<file path="src/rtl/bcd_share_sched.sv">
// Time-shared double-dabble converter: four binary time fields become packed BCD in one frame.
// Optional range checking (clamp to all-9s, ovf flags) is built when BCD_RANGE_CHECK_EN is defined.
module bcd_share_sched #(
  parameter int IN_W = 14
) (
  input  logic            clk,
  input  logic            rst,
  input  logic            start,
  input  logic [IN_W-1:0] small_sec_in,
  input  logic [IN_W-1:0] sec_in,
  input  logic [IN_W-1:0] min_in,
  input  logic [IN_W-1:0] hr_in,
  output logic [15:0]     small_bcd,
  output logic [7:0]      sec_bcd,
  output logic [7:0]      min_bcd,
  output logic [7:0]      hr_bcd,
  output logic            busy,
  output logic            done,
  output logic [3:0]      ovf,
  output logic [2:0]      o_dbg_state
);

  localparam logic [2:0] S_IDLE   = 3'd0;
  localparam logic [2:0] S_LOAD   = 3'd1;
  localparam logic [2:0] S_SHIFT  = 3'd2;
  localparam logic [2:0] S_STORE  = 3'd3;
  localparam logic [2:0] S_COMMIT = 3'd4;
  localparam int CNT_W = $clog2(IN_W + 1);

  // Handshake: start is sampled every rising edge; it is accepted only when the FSM is
  // in IDLE or COMMIT (busy=0). done is a one-cycle pulse in COMMIT, when outputs change.
  logic [2:0]       r_state;
  logic [1:0]       r_field;
  logic [CNT_W-1:0] r_cnt;
  logic [IN_W-1:0]  r_snap [4];
  logic [IN_W-1:0]  r_bin;
  logic [15:0]      r_acc;
  logic [15:0]      r_res_small;
  logic [7:0]       r_res_sec;
  logic [7:0]       r_res_min;
  logic [15:0]      r_small_bcd;
  logic [7:0]       r_sec_bcd;
  logic [7:0]       r_min_bcd;
  logic [7:0]       r_hr_bcd;
  logic             r_done;
  logic [15:0]      w_adj;
  logic             w_accept;
  logic             w_last_bit;

  always_comb begin
    w_adj = r_acc;
    for (int i = 0; i < 4; i++) begin
      if (r_acc[4*i +: 4] >= 4'd5) w_adj[4*i +: 4] = r_acc[4*i +: 4] + 4'd3;
    end
  end

  assign w_accept   = start && ((r_state == S_IDLE) || (r_state == S_COMMIT));
  assign w_last_bit = (r_cnt == CNT_W'(IN_W - 1));

`ifdef BCD_RANGE_CHECK_EN
  logic [3:0] w_ovf;
  logic [3:0] r_ovf;
  assign w_ovf[0] = 32'(r_snap[0]) > 32'd9999;
  assign w_ovf[1] = 32'(r_snap[1]) > 32'd99;
  assign w_ovf[2] = 32'(r_snap[2]) > 32'd99;
  assign w_ovf[3] = 32'(r_snap[3]) > 32'd99;
  assign ovf      = r_ovf;

  always_ff @(posedge clk) begin
    if (rst) begin
      r_ovf <= '0;
    end else if (r_state == S_STORE && r_field == 2'd3) begin
      r_ovf <= w_ovf;
    end
  end
`else
  assign ovf = '0;
`endif

  always_ff @(posedge clk) begin
    if (rst) begin
      r_state     <= S_IDLE;
      r_field     <= '0;
      r_cnt       <= '0;
      r_bin       <= '0;
      r_acc       <= '0;
      r_res_small <= '0;
      r_res_sec   <= '0;
      r_res_min   <= '0;
      r_small_bcd <= '0;
      r_sec_bcd   <= '0;
      r_min_bcd   <= '0;
      r_hr_bcd    <= '0;
      r_done      <= 1'b0;
      for (int i = 0; i < 4; i++) r_snap[i] <= '0;
    end else begin
      r_done <= 1'b0;
      case (r_state)
        S_LOAD: begin
          r_acc   <= '0;
          r_bin   <= r_snap[r_field];
          r_cnt   <= '0;
          r_state <= S_SHIFT;
        end
        S_SHIFT: begin
          {r_acc, r_bin} <= {w_adj[14:0], r_bin, 1'b0};
          r_cnt          <= r_cnt + 1'b1;
          if (w_last_bit) r_state <= S_STORE;
        end
        S_STORE: begin
          case (r_field)
            2'd0:    r_res_small <= r_acc;
            2'd1:    r_res_sec   <= r_acc[7:0];
            2'd2:    r_res_min   <= r_acc[7:0];
            default: r_res_min   <= r_res_min;
          endcase
          if (r_field == 2'd3) begin
            // hr goes straight to the outputs so all four fields change on the same edge
`ifdef BCD_RANGE_CHECK_EN
            r_small_bcd <= w_ovf[0] ? 16'h9999 : r_res_small;
            r_sec_bcd   <= w_ovf[1] ? 8'h99 : r_res_sec;
            r_min_bcd   <= w_ovf[2] ? 8'h99 : r_res_min;
            r_hr_bcd    <= w_ovf[3] ? 8'h99 : r_acc[7:0];
`else
            r_small_bcd <= r_res_small;
            r_sec_bcd   <= r_res_sec;
            r_min_bcd   <= r_res_min;
            r_hr_bcd    <= r_acc[7:0];
`endif
            r_done  <= 1'b1;
            r_state <= S_COMMIT;
          end else begin
            r_field <= r_field + 1'b1;
            r_state <= S_LOAD;
          end
        end
        S_COMMIT: r_state <= S_IDLE;
        default:  r_state <= S_IDLE;
      endcase
      if (w_accept) begin
        r_snap[0] <= small_sec_in;
        r_snap[1] <= sec_in;
        r_snap[2] <= min_in;
        r_snap[3] <= hr_in;
        r_field   <= '0;
        r_state   <= S_LOAD;
      end
    end
  end

  assign small_bcd   = r_small_bcd;
  assign sec_bcd     = r_sec_bcd;
  assign min_bcd     = r_min_bcd;
  assign hr_bcd      = r_hr_bcd;
  assign done        = r_done;
  assign busy        = (r_state == S_LOAD) || (r_state == S_SHIFT) || (r_state == S_STORE);
  assign o_dbg_state = r_state;

endmodule
</file>
<file path="config.mk">
export PLATFORM = sky130hd
export DESIGN_NAME = bcd_share_sched
export DESIGN_NICKNAME = d
export VERILOG_FILES = /design/src/rtl/bcd_share_sched.sv
export SDC_FILE = /design/constraint.sdc
export NUM_CORES = 1
export LEC_CHECK = 0
export ABC_AREA = 1
export BUFFER_PORTS_ARGS = -buffer_cell sky130_fd_sc_hd__buf_2
export CORE_ASPECT_RATIO = 1.2
export CORE_UTILIZATION = 40
export CTS_BUF_LIST = sky130_fd_sc_hd__clkbuf_16
export DETAILED_ROUTE_END_ITERATION = 8
export HOLD_SLACK_MARGIN = 0.06
export PLACE_DENSITY = 0.57
export SYNTH_ARGS = -nofsm -noshare
export SYNTH_HDL_FRONTEND = slang
export SYNTH_SLANG_ARGS = --single-unit
</file>
<file path="constraint.sdc">
create_clock -name clk -period 7 [get_ports clk]
set_clock_uncertainty 0.1 [all_clocks]
set_input_delay 1.05 -clock clk [delete_from_list [all_inputs] [get_ports clk]]
set_output_delay 1.05 -clock clk [all_outputs]
set_load 0.005 [all_outputs]
</file>
==> impl_results.md, run 1 <==
* Status: complete, no violations
* Grt total ovfl at 0
* Hpwl dp at 9962 microns
* Worst-path fanout max at 31
* CP Data Required Time at 5.85 ns
* Fraction of synthesized cell area in xor and xnor cells at 0%
* Routed vias/inst at 4.853
* # DRC at 0
* Max VDD drop at 0.1739 mV
* P_leak at 3.641 nW
* Vias in the first global route at 5236
* Multiplexer share of the synthesized area at 0%
* Final hold vios at 0
* Compound-gate portion of the synthesized area at 9.137%
* Fillers at 1832
* Cell family with most CP delay: simple AND/OR/NAND/NOR gates
* Crit path capture type: output port
* Worst-case clock buffer depth at 2
* First-pass GRT wire length at 26180 microns
* Area delta synth->final at 14.33%
* Largest family of logic cells by synthesized area: simple AND/OR/NAND/NOR gates
* Worst Path Class, Setup: reg2out
* CTS tree: yes
* Via total after detailed routing at 5892
* Die width at 125.8 microns
* Synth Register Bits at 170
* Hold depth at 2
* Mapped Avg Cell Area at 8.072 sq um
* Post-synthesis simple-gate area fraction at 24.81%
* Initial core utilization at 41.38%
* Setup slack after layout at 3.539 ns
* Starting DRT DRC Count at 411
* Total I/O pin count at 108
* Worst skew pair latency at 0.42 ns
* Inserted Clock Buffers at 17
* Number of max-cap violations at 0
* Post-CTS Repair Setup Buffers at 0
* Register area share after synthesis at 53.91%
* CP Buf/Inv Count at 2
* Pwr Density at 248.8 nW/um^2
* Reg-to-Reg End: r_res_small[7]
* Fmax at 0.2889 GHz
* H-tree levels at 4
* Cell Rows at 53
* Buffers on Ports at 103
* Worst R2R Start: o_dbg_state[1]
* Max-slew violations at 0
* Overall routing resource usage at 17.48%
* CP max-delay cell: nand2_2
* Largest net degree at the start of global routing at 96
* Post-layout net count at 1054
* RSZ-0062 raised after global routing: no
* Number of antenna diodes at 0
* Hold endpoint: min_bcd[1]
* Final WL at 15940 microns
* Final GP Congestion at 0.8020
* Slew headroom at 29.46%
* Sinks on the clock net at 170
* Register area at 3964 sq um
* Initial antenna violation count at 0
* Final setup TNS at 0 ns
* Post-layout min period at 3.461 ns
* Slew @ Worst Pin at 1.058 ns
* Average wire per standard cell at 13.13 microns
* Antenna Nets Post-Route at 0
* Share of layout cells above drive strength 1 at 14.49%
* Hold Crit Class: reg2reg
* CTS Root Cell: clkbuf_16
* Final setup viols at 0
* # hold bufs at CTS at 0
* R2R setup slack at 4.67 ns
* Cell Area, Synth at 7353 sq um
* FF-to-FF path depth at 6
* Number of warnings issued by yosys at 0
* Yosys cell types at 25
* Die Y-Extent at 150.5 microns
* Die area at 18930 sq um
* Final Cycle Share at 49.44%
* Post-Synthesis Cells at 911
* Pre-antenna DRT Iters at 5
* CP cell instances: nand3_2, nand2_2, inv_2, nand2_1, buf_2
* Clk pin slew, worst setup/hold paths at 0.06 ns
* CP Launch Type: flip-flop
* Post-Synth Adder-Cell Area at 2.382%
* Post-Place Setup Slack at 3.339 ns
* Core Footprint at 17770 sq um
* Crit-path max cell delay at 0.54 ns
* CTS resizes at 0
* Area of the multi-input gates at 2686 sq um
* Crit path DAT at 2.31 ns
* Hold Crit Start: min_bcd[1]
## through the flow
step	util, %	power, W	hold WS, ns	instance area [sq um]	instances
3_3_place_gp	44.30	0.001248	0.3489	7873	1182
6_report	47.30	0.002091	0.3552	8407	1214
3_5_place_dp	44.30	0.001248	0.3491	7873	1182
4_1_cts	47.30	0.002116	0.3588	8407	1214
5_1_grt	47.30	0.002176	0.3725	8407	1214
2_1_floorplan	-	0.001208	0.3407	7365	914
## cell usage after synthesis (all sizes together)
cell / count / share of area (%)
conb: 1 / 0.051
dfxtp: 114 / 31
inv: 101 / 5.2
nor2: 74 / 3.8
nand3b: 1 / 0.10
a21oi: 108 / 7.4
nor3b: 1 / 0.10
buf: 34 / 3.1
o22ai: 1 / 0.085
or2: 1 / 0.085
nand3: 133 / 9.1
edfxtp: 56 / 23
o211ai: 4 / 0.41
nand4: 9 / 0.77
o21ai: 19 / 1.3
nand2: 212 / 11
ha: 14 / 2.4
clkbuf: 28 / 1.4
## power by group
| part | internal [W] | switching, W | leakage [nW] |
|---|---|---|---|
| Sequential | 0.00107 | 0.0000155 | 1.53 |
| Clock | 0.000484 | 0.000383 | 0.278 |
| Combinational | 0.0000433 | 0.0000951 | 1.84 |
## how the worst max path moves through the flow
stage                    from            to  cells past startpoint
6_report       o_dbg_state[1]          busy                      5
5_1_grt        o_dbg_state[1]          busy                      5
4_1_cts        o_dbg_state[1]          busy                      5
3_5_place_dp              rst  r_snap[1][1]                      6
3_3_place_gp              rst  r_snap[2][7]                      6
2_1_floorplan           start  r_snap[0][0]                      3
## worst register-to-register path: stages, from the launching register on
cell and delay (ns):
dfxtp_1 0.42, nand3_1 0.19, inv_2 0.08, buf_4 0.55, nand2_1 0.57, nand2_1 0.19
a21oi_1 0.08
## cells in the final DEF (no fill, tap or decap)
cell type / synthesis / final
nand3_2: 1 / 1
or2_2: 1 / 1
buf_2: 18 / 103
dfxtp_1: 114 / 114
o211ai_1: 4 / 4
nand2_1: 211 / 211
nand3b_1: 1 / 1
inv_6: 0 / 2
edfxtp_1: 56 / 56
bufinv_16: 0 / 1
inv_4: 0 / 2
o22ai_1: 1 / 1
clkbuf_16: 0 / 17
ha_1: 14 / 14
inv_1: 97 / 99
nand3_1: 132 / 132
conb_1: 1 / 4
nor2_1: 74 / 74
clkinv_2: 0 / 1
buf_4: 7 / 7
nor3b_1: 1 / 1
nand4_1: 9 / 9
clkinv_1: 0 / 3
a21oi_1: 108 / 108
nand2_2: 1 / 1
inv_2: 4 / 6
clkinv_4: 0 / 2
o21ai_0: 19 / 19
## cell families after synthesis
kind of cell / Yosys count
AOI/OAI and AO/OA: 132
adders and majority gates: 14
buffers and inverters: 163
DFF: 170
other: 1
and+or+nand+nor: 431
## area by class of cell
cell class,instances,share of cell area (%)
Clock buffer,17,5.060
Clock inverter,15,1.295
Inverter,101,4.510
Multi-Input combinational cell,581,31.95
Sequential cell,170,47.15
Tap cell,220,3.274
Timing Repair Buffer,110,6.757
## flip-flops by register name, summed over array words and instances, names as in the netlist, 2 cells and up, named ones only
name / count
r_snap: 56
r_res_sec: 8
r_field: 2
o_dbg_state: 3
r_cnt: 4
small_bcd: 16
hr_bcd: 8
sec_bcd: 8
r_res_small: 16
r_acc: 16
min_bcd: 8
r_bin: 14
r_res_min: 8
## metal layers
metal	GRT usage [%]	wire length, microns	up-vias
met1	22.12	7403	2656
met5	0	0	-
met3	3.518	556	16
met2	29.72	7735	128
li1	-	-	3092
met4	6.205	240	0
(Power assumes the default switching activity.)
==> run 2: changes to the inputs <==
Settings changed: ABC_AREA 1 to 0, PLACE_DENSITY 0.57 to 0.6.
Clock period 7 ns to 2.95 ns, I/O delays scaled along.
==> impl_results.md, run 2 <==
* # DRC at 0 (unchanged)
* Largest family of logic cells by synthesized area: simple AND/OR/NAND/NOR gates
* Number of antenna diodes at 0 (unchanged)
* P_leak at 3.182 nW (-13%)
* Most instantiated cells after synthesis: nand2_1, dfxtp_1, a21oi_1, and2_1, edfxtp_1
* Post-Synth Adder-Cell Area at 2.480% (+0.098 points)
* Max reg flops at 56 (unchanged)
* Buffers on Ports at 103 (unchanged)
* Area leader, netlist: dfxtp_1
* Routed vias/inst at 4.898 (+0.93%)
* Worst Path Class, Setup: reg2reg
* Final setup viols at 0 (unchanged)
* Final WL at 13500 microns (-15%)
* Synth Register Bits at 170 (unchanged)
* Die width at 123.3 microns (-2.0%)
* Layout Cells excl Fill at 1014 (-16%)
* Crit path capture type: flip-flop
* CTS resizes at 0 (unchanged)
* Ys flop type: dfxtp_1
* Final Cycle Share at 73.04%
* H-tree levels at 4 (unchanged)
* Total I/O pin count at 108 (unchanged)
* Top reg by flops: r_snap
* WHS at 0.1919 ns (-0.1633 ns)
* Die area at 18200 sq um (-3.9%)
* Max-slew violations at 0 (unchanged)
* Max VDD drop at 0.3939 mV (+130%)
* Number of synthesized flops with an enable pin at 56 (unchanged)
* Fraction of synthesized cell area in xor and xnor cells at 0.8680% (+0.87 points)
* Inserted Clock Buffers at 17 (unchanged)
* First-pass GRT wire length at 22490 microns (-14%)
* Number of max-cap violations at 0 (unchanged)
* Vias in the first global route at 4735 (-9.6%)
* Cell Area, Synth at 7063 sq um (-3.9%)
* Pre-antenna DRT Iters at 4 (-1)
* Grt total ovfl at 0 (unchanged)
* Hold Crit Class: in2reg
* Antenna Nets Post-Route at 0 (unchanged)
* Fillers at 1629 (-11%)
* Post-layout net count at 859 (-19%)
* Area delta synth->final at 17.18%
* Fmax at 0.4641 GHz
* Average wire per standard cell at 13.31 microns (+1.4%)
* Die Y-Extent at 147.6 microns (-2.0%)
* CP Launch Type: flip-flop
* Number of warnings issued by yosys at 0 (unchanged)
* Most frequent cells in the layout: nand2_1, dfxtp_1, buf_2, a21oi_1, and2_1
* Yosys top cell area share at 32.31% (+1.3 points)
* Most common cell in the netlist: nand2_1
* Worst-case clock buffer depth at 2 (unchanged)
* Post-CTS Repair Setup Buffers at 0 (unchanged)
* Mapped Avg Cell Area at 9.934 sq um (+23%)
* Overall routing resource usage at 15.83% (-1.6 points)
* Initial core utilization at 41.43% (+0.059 points)
* CTS tree: yes
* Slew @ Worst Pin at 0.8440 ns (-0.2141 ns)
* Final GP Congestion at 0.7806 (-2.7%)
* Share of layout cells above drive strength 1 at 19.80% (+5.3 points)
* Largest cells by area after synthesis: dfxtp_1, edfxtp_1, nand2_1
* Cell Count Post-Placement at 983 (-17%)
* Worst-path fanout max at 27 (-13%)
* Clk pin slew, worst setup/hold paths at 0.06 ns (about the same)
* Sinks on the clock net at 170 (unchanged)
* CP Data Required Time at 3.17 ns (-2.68 ns)
* Asr flop ratio synth at 0% (unchanged)
* Slew headroom at 43.74% (+14 points)
* RSZ-0062 raised after global routing: no
* Pwr Density at 636.3 nW/um^2 (+160%)
* Multiplexer share of the synthesized area at 5.314% (+5.3 points)
* Core Footprint at 17050 sq um (-4.1%)
* CTS Root Cell: clkbuf_16
* Largest net degree at the start of global routing at 58 (-40%)
* Worst skew pair latency at 0.42 ns (about the same)
* Final hold vios at 0 (unchanged)
* Status: complete, no violations
* Hpwl dp at 9374 microns (-5.9%)
* Yosys cell types at 38 (+52%)
* Crit path DAT at 2.38 ns (+0.07 ns)
* Final setup TNS at 0 ns (unchanged)
* # hold bufs at CTS at 0 (unchanged)
* Post-layout min period at 2.155 ns
* Post-Synthesis Cells at 711 (-22%)
* Post-synthesis simple-gate area fraction at 19.10% (-5.7 points)
* Compound-gate portion of the synthesized area at 10.82% (+1.7 points)
* Starting DRT DRC Count at 288 (-30%)
* Commonest non-fill, non-tap cell in the layout: nand2_1
* Initial antenna violation count at 0 (unchanged)
* Via total after detailed routing at 4967 (-16%)
* Cell Rows at 52 (-1.9%)
* Register area share after synthesis at 56.12% (+2.2 points)
[run 2: cell families (layout without fill, tap and decap cells)]
logic type,after synthesis,count (layout)
adder cells (fa/ha/maj),14,14
buffers and inverters,71,155
multiplexers,20,20
other,1,4
flip-flops,170,170
XOR/XNOR,7,7
AND/OR/NAND/NOR,302,302
AO/OA/AOI/OAI,126,126
[run 2: worst paths after layout]
path                    start             to  cells after the start  slack [ns]
max            o_dbg_state[1]      r_bin[12]                      4        0.80
min          small_sec_in[10]  r_snap[0][10]                      2        0.19
max reg2reg    o_dbg_state[1]      r_bin[12]                      4        0.80
min reg2reg        sec_bcd[2]     sec_bcd[2]                      2        0.35
[run 2: layout make-up]
type / instances / area, sq um / share of cell area (%)
Sequential cell: 170 / 3964 / 47.89
Multi-Input combinational cell: 473 / 2745 / 33.17
Timing Repair Buffer: 110 / 580.6 / 7.014
Clock buffer: 20 / 500.5 / 6.047
Tap cell: 216 / 270.3 / 3.265
Clock inverter: 11 / 163.9 / 1.980
Inverter: 14 / 52.55 / 0.6349
[run 2: report_power, final]
part / switching [W] / internal (W) / leakage, nW
Combinational: 0.000149 / 0.000113 / 1.32
Sequential: 0.0000349 / 0.00252 / 1.53
Clock: 0.000888 / 0.00156 / 0.332
Total: 0.00107 / 0.00420 / 3.18
[run 2: per-layer routing]
layer  track usage [%]  share of wire, %
met5                 0                 0
met4             6.807               2.3
met3             4.167               4.8
met2             25.59                47
met1             19.79                46
[run 2: critical path, stage by stage, from the launching register on]
cell and delay, ns:
dfxtp_1 0.62, xor2_1 0.25, and2_1 0.72, nor2_1 0.09
a311oi_1 0.28
[run 2: per-stage QoR]
stage,total power (W),util (%),area (sq um),setup WS [ns]
after CTS,0.005324,48.55,8277,0.8014
after global placement,0.002860,44.66,7612,0.8700
after detailed placement,0.002873,44.66,7612,0.7990
after global routing,0.005468,48.55,8277,0.5487
final,0.005267,48.55,8277,0.7955
after floorplan,0.002798,-,7076,0.8680
